**src/rtl/boot_loader_pkg.sv**
```systemverilog
// boot_loader_pkg
//   Shared definitions for the boot loader slice: default widths, the
//   sequencer state encoding, the full-word byte enable and a helper that
//   picks the first phase of a load from the sampled word counts.
package boot_loader_pkg;

  localparam int DEF_ADDR_WIDTH = 12;
  localparam int DEF_DATA_WIDTH = 32;
  localparam int DEF_CNT_WIDTH  = 16;

  localparam logic [3:0] BYTE_ENB_FULL = 4'b1111;

  typedef enum logic [2:0] {
    BOOT_IDLE   = 3'd0,
    BOOT_LOAD_D = 3'd1,
    BOOT_LOAD_I = 3'd2,
    BOOT_ARM    = 3'd3,
    BOOT_RUN    = 3'd4,
    BOOT_DONE   = 3'd5
  } boot_state_t;

  // Empty phases are skipped: data first, then instructions, else straight to ARM.
  function automatic boot_state_t first_phase(input logic d_nz, input logic i_nz);
    if (d_nz)      return BOOT_LOAD_D;
    else if (i_nz) return BOOT_LOAD_I;
    else           return BOOT_ARM;
  endfunction

endpackage

```
**src/rtl/boot_addr_gen.sv**
```systemverilog
// boot_addr_gen
//   Word-index counter shared by both load phases of boot_loader.
//   Ports:
//     clk, rst    clock, asynchronous active-low reset
//     clr         return index to 0 (wins over inc)
//     inc         advance index by one word (wraps modulo 2^(ADDR_WIDTH-2))
//     limit       word count of the current phase
//     byte_addr   index * 4 as a BRAM byte address
//     last        index is the final word of the current phase
module boot_addr_gen
  import boot_loader_pkg::*;
#(
  parameter int ADDR_WIDTH = DEF_ADDR_WIDTH
) (
  input  logic                  clk,
  input  logic                  rst,
  input  logic                  clr,
  input  logic                  inc,
  input  logic [ADDR_WIDTH-3:0] limit,
  output logic [ADDR_WIDTH-1:0] byte_addr,
  output logic                  last
);

  localparam int IDX_W = ADDR_WIDTH - 2;

  logic [IDX_W-1:0] index_reg;

  always_ff @(posedge clk or negedge rst) begin
    if (!rst) begin
      index_reg <= '0;
    end else if (clr) begin
      index_reg <= '0;
    end else if (inc) begin
      index_reg <= index_reg + IDX_W'(1);
    end
  end

  assign last      = (index_reg == (limit - IDX_W'(1)));
  assign byte_addr = {index_reg, 2'b00};

endmodule

```
**src/rtl/boot_loader.sv**
```systemverilog
// boot_loader
//   Loads data BRAM then instruction BRAM from a valid/ready word stream,
//   holds the core in reset while loading, arms it for one cycle, lets the
//   PC run for run_cycles cycles (0 = until halt) and parks it in DONE.
//   Optional feature macro: BOOT_LOADER_CHECKSUM_EN builds a wrapping sum of
//   every accepted stream word on checksum; without it checksum is 0.
//   Ports:
//     clk, rst                 clock, asynchronous active-low reset
//     start                    begin a load (honoured in IDLE/DONE only)
//     d_words, i_words         word counts, sampled on start
//     run_cycles               run length, sampled on start, 0 = unbounded
//     halt                     RUN -> DONE at the next edge
//     s_valid, s_data, s_ready word stream handshake
//     d_w_* / i_w_*            registered BRAM write ports (byte addresses)
//     d_bram_init_done         data BRAM write port handed to the core
//     i_r_enb, rd_enbl         instruction BRAM / register-file read enables
//     pc_stall, core_rst       PC hold and active-high core reset
//     busy, done, checksum     status
module boot_loader
  import boot_loader_pkg::*;
#(
  parameter int ADDR_WIDTH = DEF_ADDR_WIDTH,
  parameter int DATA_WIDTH = DEF_DATA_WIDTH,
  parameter int CNT_WIDTH  = DEF_CNT_WIDTH
) (
  input  logic                  clk,
  input  logic                  rst,
  input  logic                  start,
  input  logic [ADDR_WIDTH-3:0] d_words,
  input  logic [ADDR_WIDTH-3:0] i_words,
  input  logic [CNT_WIDTH-1:0]  run_cycles,
  input  logic                  halt,
  input  logic                  s_valid,
  input  logic [DATA_WIDTH-1:0] s_data,
  output logic                  s_ready,
  output logic [ADDR_WIDTH-1:0] d_w_addr,
  output logic [DATA_WIDTH-1:0] d_w_dat,
  output logic                  d_w_enb,
  output logic [3:0]            d_w_byte_enb,
  output logic [ADDR_WIDTH-1:0] i_w_addr,
  output logic [DATA_WIDTH-1:0] i_w_dat,
  output logic                  i_w_enb,
  output logic [3:0]            i_w_byte_enb,
  output logic                  d_bram_init_done,
  output logic                  i_r_enb,
  output logic                  rd_enbl,
  output logic                  pc_stall,
  output logic                  core_rst,
  output logic                  busy,
  output logic                  done,
  output logic [DATA_WIDTH-1:0] checksum
);

  localparam int IDX_W = ADDR_WIDTH - 2;

  boot_state_t state_reg, state_next;

  logic [IDX_W-1:0]      d_words_reg, i_words_reg;
  logic [CNT_WIDTH-1:0]  run_cycles_reg, run_cnt_reg;
  logic [ADDR_WIDTH-1:0] d_w_addr_reg, i_w_addr_reg;
  logic [DATA_WIDTH-1:0] d_w_dat_reg, i_w_dat_reg;
  logic                  d_w_enb_reg, i_w_enb_reg;

  logic                  start_ok;
  logic                  s_fire;
  logic                  idx_clr;
  logic                  idx_last;
  logic [IDX_W-1:0]      idx_limit;
  logic [ADDR_WIDTH-1:0] idx_byte_addr;
  logic                  run_end;

  assign start_ok  = start && ((state_reg == BOOT_IDLE) || (state_reg == BOOT_DONE));
  assign s_fire    = s_ready && s_valid;
  assign idx_limit = (state_reg == BOOT_LOAD_I) ? i_words_reg : d_words_reg;
  // Index restarts at each load and again between the data and instruction phases.
  assign idx_clr   = start_ok || (s_fire && idx_last);

  // run_cnt_reg counts RUN cycles already completed, so leaving when the
  // incremented value reaches R keeps the PC free for exactly R cycles.
  assign run_end = halt ||
                   ((run_cycles_reg != '0) && ((run_cnt_reg + CNT_WIDTH'(1)) == run_cycles_reg));

  boot_addr_gen #(
    .ADDR_WIDTH (ADDR_WIDTH)
  ) u_addr_gen (
    .clk       (clk),
    .rst       (rst),
    .clr       (idx_clr),
    .inc       (s_fire),
    .limit     (idx_limit),
    .byte_addr (idx_byte_addr),
    .last      (idx_last)
  );

  always_ff @(posedge clk or negedge rst) begin
    if (!rst) begin
      state_reg <= BOOT_IDLE;
    end else begin
      state_reg <= state_next;
    end
  end

  always_comb begin
    state_next       = state_reg;
    s_ready          = 1'b0;
    core_rst         = 1'b1;
    pc_stall         = 1'b1;
    d_bram_init_done = 1'b0;
    i_r_enb          = 1'b0;
    rd_enbl          = 1'b0;
    busy             = 1'b0;
    done             = 1'b0;
    case (state_reg)
      BOOT_IDLE: begin
        if (start_ok) state_next = first_phase(d_words != '0, i_words != '0);
      end
      BOOT_LOAD_D: begin
        busy    = 1'b1;
        s_ready = 1'b1;
        if (s_fire && idx_last) state_next = first_phase(1'b0, i_words_reg != '0);
      end
      BOOT_LOAD_I: begin
        busy    = 1'b1;
        s_ready = 1'b1;
        if (s_fire && idx_last) state_next = BOOT_ARM;
      end
      BOOT_ARM: begin
        busy             = 1'b1;
        d_bram_init_done = 1'b1;
        i_r_enb          = 1'b1;
        rd_enbl          = 1'b1;
        state_next       = BOOT_RUN;
      end
      BOOT_RUN: begin
        busy             = 1'b1;
        core_rst         = 1'b0;
        pc_stall         = 1'b0;
        d_bram_init_done = 1'b1;
        i_r_enb          = 1'b1;
        rd_enbl          = 1'b1;
        if (run_end) state_next = BOOT_DONE;
      end
      BOOT_DONE: begin
        done             = 1'b1;
        core_rst         = 1'b0;
        // Read paths stay enabled so memory can be inspected after the run.
        d_bram_init_done = 1'b1;
        i_r_enb          = 1'b1;
        rd_enbl          = 1'b1;
        if (start_ok) state_next = first_phase(d_words != '0, i_words != '0);
      end
      default: state_next = BOOT_IDLE;
    endcase
  end

  always_ff @(posedge clk or negedge rst) begin
    if (!rst) begin
      d_words_reg    <= '0;
      i_words_reg    <= '0;
      run_cycles_reg <= '0;
      run_cnt_reg    <= '0;
      d_w_enb_reg    <= 1'b0;
      i_w_enb_reg    <= 1'b0;
      d_w_addr_reg   <= '0;
      i_w_addr_reg   <= '0;
      d_w_dat_reg    <= '0;
      i_w_dat_reg    <= '0;
    end else begin
      if (start_ok) begin
        d_words_reg    <= d_words;
        i_words_reg    <= i_words;
        run_cycles_reg <= run_cycles;
      end
      run_cnt_reg <= (state_reg == BOOT_RUN) ? run_cnt_reg + CNT_WIDTH'(1) : '0;
      d_w_enb_reg <= s_fire && (state_reg == BOOT_LOAD_D);
      i_w_enb_reg <= s_fire && (state_reg == BOOT_LOAD_I);
      if (s_fire && (state_reg == BOOT_LOAD_D)) begin
        d_w_addr_reg <= idx_byte_addr;
        d_w_dat_reg  <= s_data;
      end
      if (s_fire && (state_reg == BOOT_LOAD_I)) begin
        i_w_addr_reg <= idx_byte_addr;
        i_w_dat_reg  <= s_data;
      end
    end
  end

  assign d_w_enb      = d_w_enb_reg;
  assign i_w_enb      = i_w_enb_reg;
  assign d_w_addr     = d_w_addr_reg;
  assign i_w_addr     = i_w_addr_reg;
  assign d_w_dat      = d_w_dat_reg;
  assign i_w_dat      = i_w_dat_reg;
  assign d_w_byte_enb = d_w_enb_reg ? BYTE_ENB_FULL : 4'b0000;
  assign i_w_byte_enb = i_w_enb_reg ? BYTE_ENB_FULL : 4'b0000;

`ifdef BOOT_LOADER_CHECKSUM_EN
  logic [DATA_WIDTH-1:0] checksum_reg;

  always_ff @(posedge clk or negedge rst) begin
    if (!rst) begin
      checksum_reg <= '0;
    end else if (start_ok) begin
      checksum_reg <= '0;
    end else if (s_fire) begin
      checksum_reg <= checksum_reg + s_data;
    end
  end

  assign checksum = checksum_reg;
`else
  assign checksum = '0;
`endif

endmodule

```
**config.mk**
```make
export PLATFORM = sky130hd
export DESIGN_NAME = boot_loader
export DESIGN_NICKNAME = d
export VERILOG_FILES = /design/src/rtl/boot_loader_pkg.sv /design/src/rtl/boot_addr_gen.sv /design/src/rtl/boot_loader.sv
export SDC_FILE = /design/constraint.sdc
export NUM_CORES = 1
export LEC_CHECK = 0
export CAP_MARGIN = 15
export CORE_AREA = 8 8 144 146
export DETAILED_ROUTE_END_ITERATION = 10
export DIE_AREA = 0 0 152 154
export DONT_BUFFER_PORTS = 1
export GPL_ROUTABILITY_DRIVEN = 0
export PLACE_DENSITY = 0.64
export REMOVE_ABC_BUFFERS = 1
export SLEW_MARGIN = 40
export SYNTH_ARGS = -nofsm -noshare
export SYNTH_HDL_FRONTEND = slang
export SYNTH_SLANG_ARGS = --single-unit
```
**constraint.sdc**
```tcl
create_clock -name clk -period 6.24 [get_ports clk]
set_input_delay 1.56 -clock clk [delete_from_list [all_inputs] [get_ports clk]]
set_output_delay 1.56 -clock clk [all_outputs]
set_load 0.05 [all_outputs]
```
# After elaboration in Yosys (flattened, before gate mapping)
# Cells that the tools add are included.
# totals
ff_bits	151
in_bits	73
out_inout_bits	138
wordCells	67
# op_classes
n_addsub	3
n_eq_ne	11
muxes	20
n_reduce_logical	21
# ops
op	count
$mux 10	3
$reduce_bool 10->1	3
$add 16x1->16 const B	1
$eq 16x16->1	1
$mux 16	1
$reduce_bool 16->1	1
$pmux 3 s5	1
$mux 3	4
$add 10x1->10 const B	1
$eq 10x10->1	1
$sub 10x1->10 const B	1
$mux 1	8
$mux 4	2
$eq 3x2->1 const B	2
$eq 3x3->1 const B	2
$logic_and 1x1->1	6
$reduce_or 2->1	3
$ne 2x1->1 const B	2
$ne 2x2->1 const B	2
$reduce_and 4->1	1
$reduce_or 4->1	1
$eq 3x1->1 const B	1
$logic_not 3->1	1
$logic_or 1x1->1	3
other kinds (3)	3

# Longest topological paths before layout
# logic_depth
ltp_word	7
ltp_mapped	13
mapped_depth_nobuf	11

# Cells and area by module
# From an unflattened synthesis, not the netlist that was laid out.
# hier_totals
hier_cells	644
area_unflattened_um2	7718.7
# modules_own_cells
module	instances	cells_each	area_per_inst_um2	seq_area_each_um2
boot_loader	1	549	6890.4	3628.5
boot_addr_gen	1	95	828.3	250.2

# Worst setup path after synthesis
# No wires, ideal clock.
# synth_path
path_kind	register -> output
from	register state_reg[1]
to	output port pc_stall
t_arrival_ns	2.208
t_required_ns	4.680
slack_ns	2.472
path_stages_with_launch	6
path_buffers	3
cell_sequence	dfrtp_1 clkbuf_1 nand2b_1 nand2b_1 clkbuf_1 buf_1
# synth_between
elab_chain_cells	2
# synth_rtl
element	line_no	text
start, declared	boot_loader.sv:56	boot_state_t state_reg, state_next;
start signal, assigned	boot_loader.sv:99	state_reg <= state_next;
$eq 3x3->1	boot_loader.sv:113	case (state_reg)
$mux 1	boot_loader.sv:113	
end, declared	boot_loader.sv:47	output logic pc_stall,
# Every way passes these cells.

# Worst setup path in the final report
# layout_path
from	register state_reg[2]
to	output port pc_stall
# The elaborated chain is that of the path after synthesis.

==> flow_summary.toml <==
[run_status]
outcome = "finished, final reports clean"

[finish]
diodes = 0
fin_nets = 651
final_area_mm2 = 0.007866
drive_gt1_share_pct = 30.27
area_growth_syn_to_layout_pct = 8.678

[global_route]
grt_max_degree = 152
antenna_found_initial = 0
grt_usage_pct = 14.82
grt_pass1_vias = 4873
grt_first_pass_wirelength_um = 27600
overflow = 0

[placement]
post-place-ws_ns = 2.492
dpl_cell_area_mm2 = 0.007263
hpwl_um = 12430
io_buffers = 0

[synth]
synth_top_area_cell = "dfrtp_1"
synth_cell_type_count = 62
synth_area_mm2 = 0.007238
synth_top_family_by_area = "multiplexers"
synth-edff-count = 0
synth_most_common_cell = "dfrtp_1"
synth_flop_cell = "dfrtp_1"
yosysWarnings = 0
synthMuxAreaShare_pct = 20.21
synth.avg_cell_area_um2 = 12.31
ys_seq_area_share_pct = 52.20
synth_seq_cells = 151
syn_inst = 588
synth_adder_area_share_pct = 0.6569
synth_compound_area_share_pct = 2.835
synth_top_area_share_pct = 52.20
ys_async_sr_fraction_pct = 100.0
synth_area_leaders = "dfrtp_1 52%, mux2_2 19%, buf_4 4.9%, xnor2_1 4.2%, xor2_1 2.5%"
synth-xor-area-share_pct = 7.001
yosys.area_share.simple_pct = 10.27
synthTopCellsByCount = "151 x dfrtp_1, 121 x mux2_2, 47 x buf_4"

[routing]
totalWireLength_um = 17120
first_pass_iters = 4
drc = 0
drt-initial-drc-count = 212
via_per_inst = 5.370
wl_met3_um = 2373
dr_wl_met2_um = 8042
top_layer = "met4"
num_vias = 4414
ant_nets = 0
met1_length_um = 6465
post_drt_wl_per_cell_um = 20.82

[critical_path]
cp.required_ns = 4.68
cp-end-kind = "output pin"
arrival_ns = 2.44
start_kind = "flop"
crit_path_max_fanout = 18
crit_type = "reg2out"

[clock_tree]
clk_pin_slew_ns = 0.06
cts_tree = "done"
cts_resized = 0
cts_sinks = 151
cts_buffers = 17
cts_setup_buffers = 0
htreeDepth = 4
hold_buffers = 0
insertion_delay_ns = 0.42
cts-root-buf = "clkbuf_16"
clockBufferDepth = 2

[floorplanning]
core_area_mm2 = 0.01846
rows = 50
die_area_mm2 = 0.02341
die_y_um = 154
fp.dieW_um = 152
start_util_pct = 39.22
ios = 211

[timing]
min_period_ns = 4.003
skew_ns = 0.01337
finalHoldWorstSlack_ns = 0.5332
relSlewSlack_pct = 48.00
fmax_mhz = 249.8
max_slew.worst_pin.slew_ns = 0.7792
rsz0062_at_grt = "false"
slew_violations = 0
period_share_pct = 64.15
setup_viol = 0
fin_ws_ns = 2.237
timing.final.hold_violations = 0

[power]
pwr_density_cell_mw_per_mm2 = 608.3
p_leak_nw = 3.252
ir_worst_vdd_mv = 0.3331

[job]
cap_violations = 0

[worst_hold_path]
hold_path_class = "reg2reg"
[layout make-up]
type | instances | area, um2
fill | 1710 | 10590
sequential | 151 | 3786
multi-input combinational | 394 | 3128
clock buffer | 18 | 439.2
tap | 234 | 292.8
clock inverter | 14 | 163.9
timing repair buffer | 4 | 30.03
inverter | 7 | 26.28
[worst paths after layout]
kind	from	end	slack (ns)	cells past startpoint
setup / recovery	state_reg[2]	pc_stall	2.24	2
hold / removal	d_words_reg[9]	d_words_reg[9]	0.53	1
setup reg to reg	state_reg[2]	u_addr_gen.index_reg[8]	2.48	10
hold reg to reg	d_words_reg[9]	d_words_reg[9]	0.53	1
max in group asynchronous	rst	d_w_addr[5]	5.25	0
min in group asynchronous	rst	d_w_dat[3]	0.83	0
[placed cells by master, fill, tap and decap left out, types with 3 or more instances in the layout]
cell type	n
a21oi_1	3
buf_4	4
clkbuf_16	17
clkinv_4	3
conb_1	36
dfrtp_1	149
ha_1	3
inv_1	6
inv_6	4
mux2_2	121
mux2i_1	10
nand2_1	23
nand2b_1	4
nand3_1	8
nand4_1	9
nor2_1	41
nor2_2	3
nor3_1	8
nor4_1	11
o21ai_0	5
o31ai_1	3
or3_1	3
or4_1	3
xnor2_1	35
xor2_1	21
[cells by family after synthesis]
group                      after synthesis
buffers and inverters                   78
and+or+nand+nor                        137
muxes                                  131
xor gates and xnor gates                57
AOI/OAI and AO/OA                       29
other                                    1
adders and majority gates                4
DFF                                    151
[power by group]
part           total (W)  internal [W]  switching [W]
Combinational    0.00116      0.000590       0.000571
Clock            0.00104      0.000611       0.000429
Sequential       0.00258       0.00133        0.00125
Total            0.00479       0.00254        0.00225
[metal layers]
metal | global-route usage [%] | vias up
met5 | 0 | -
met4 | 4.712 | 0
met3 | 9.445 | 23
met2 | 23.73 | 203
met1 | 15.81 | 2226
li1 | - | 1962
[metrics by stage]
step / util [%] / power, W / std cells / TNS (ns)
3_5_place_dp: 39.36 / 0.003776 / 790 / 0
2_1_floorplan: - / 0.003462 / 552 / -16.69
4_1_cts: 42.62 / 0.004843 / 822 / 0
5_1_grt: 42.62 / 0.005028 / 822 / 0
3_3_place_gp: 39.28 / 0.003706 / 790 / 0
6_report: 42.62 / 0.004785 / 822 / 0
[worst max-delay path: stages (launching register included)]
cell and delay [ns]:
dfrtp_1 0.77, nand2b_1 0.57, nand2b_2 0.68
No activity file was read; power rests on OpenSTA's default activity.
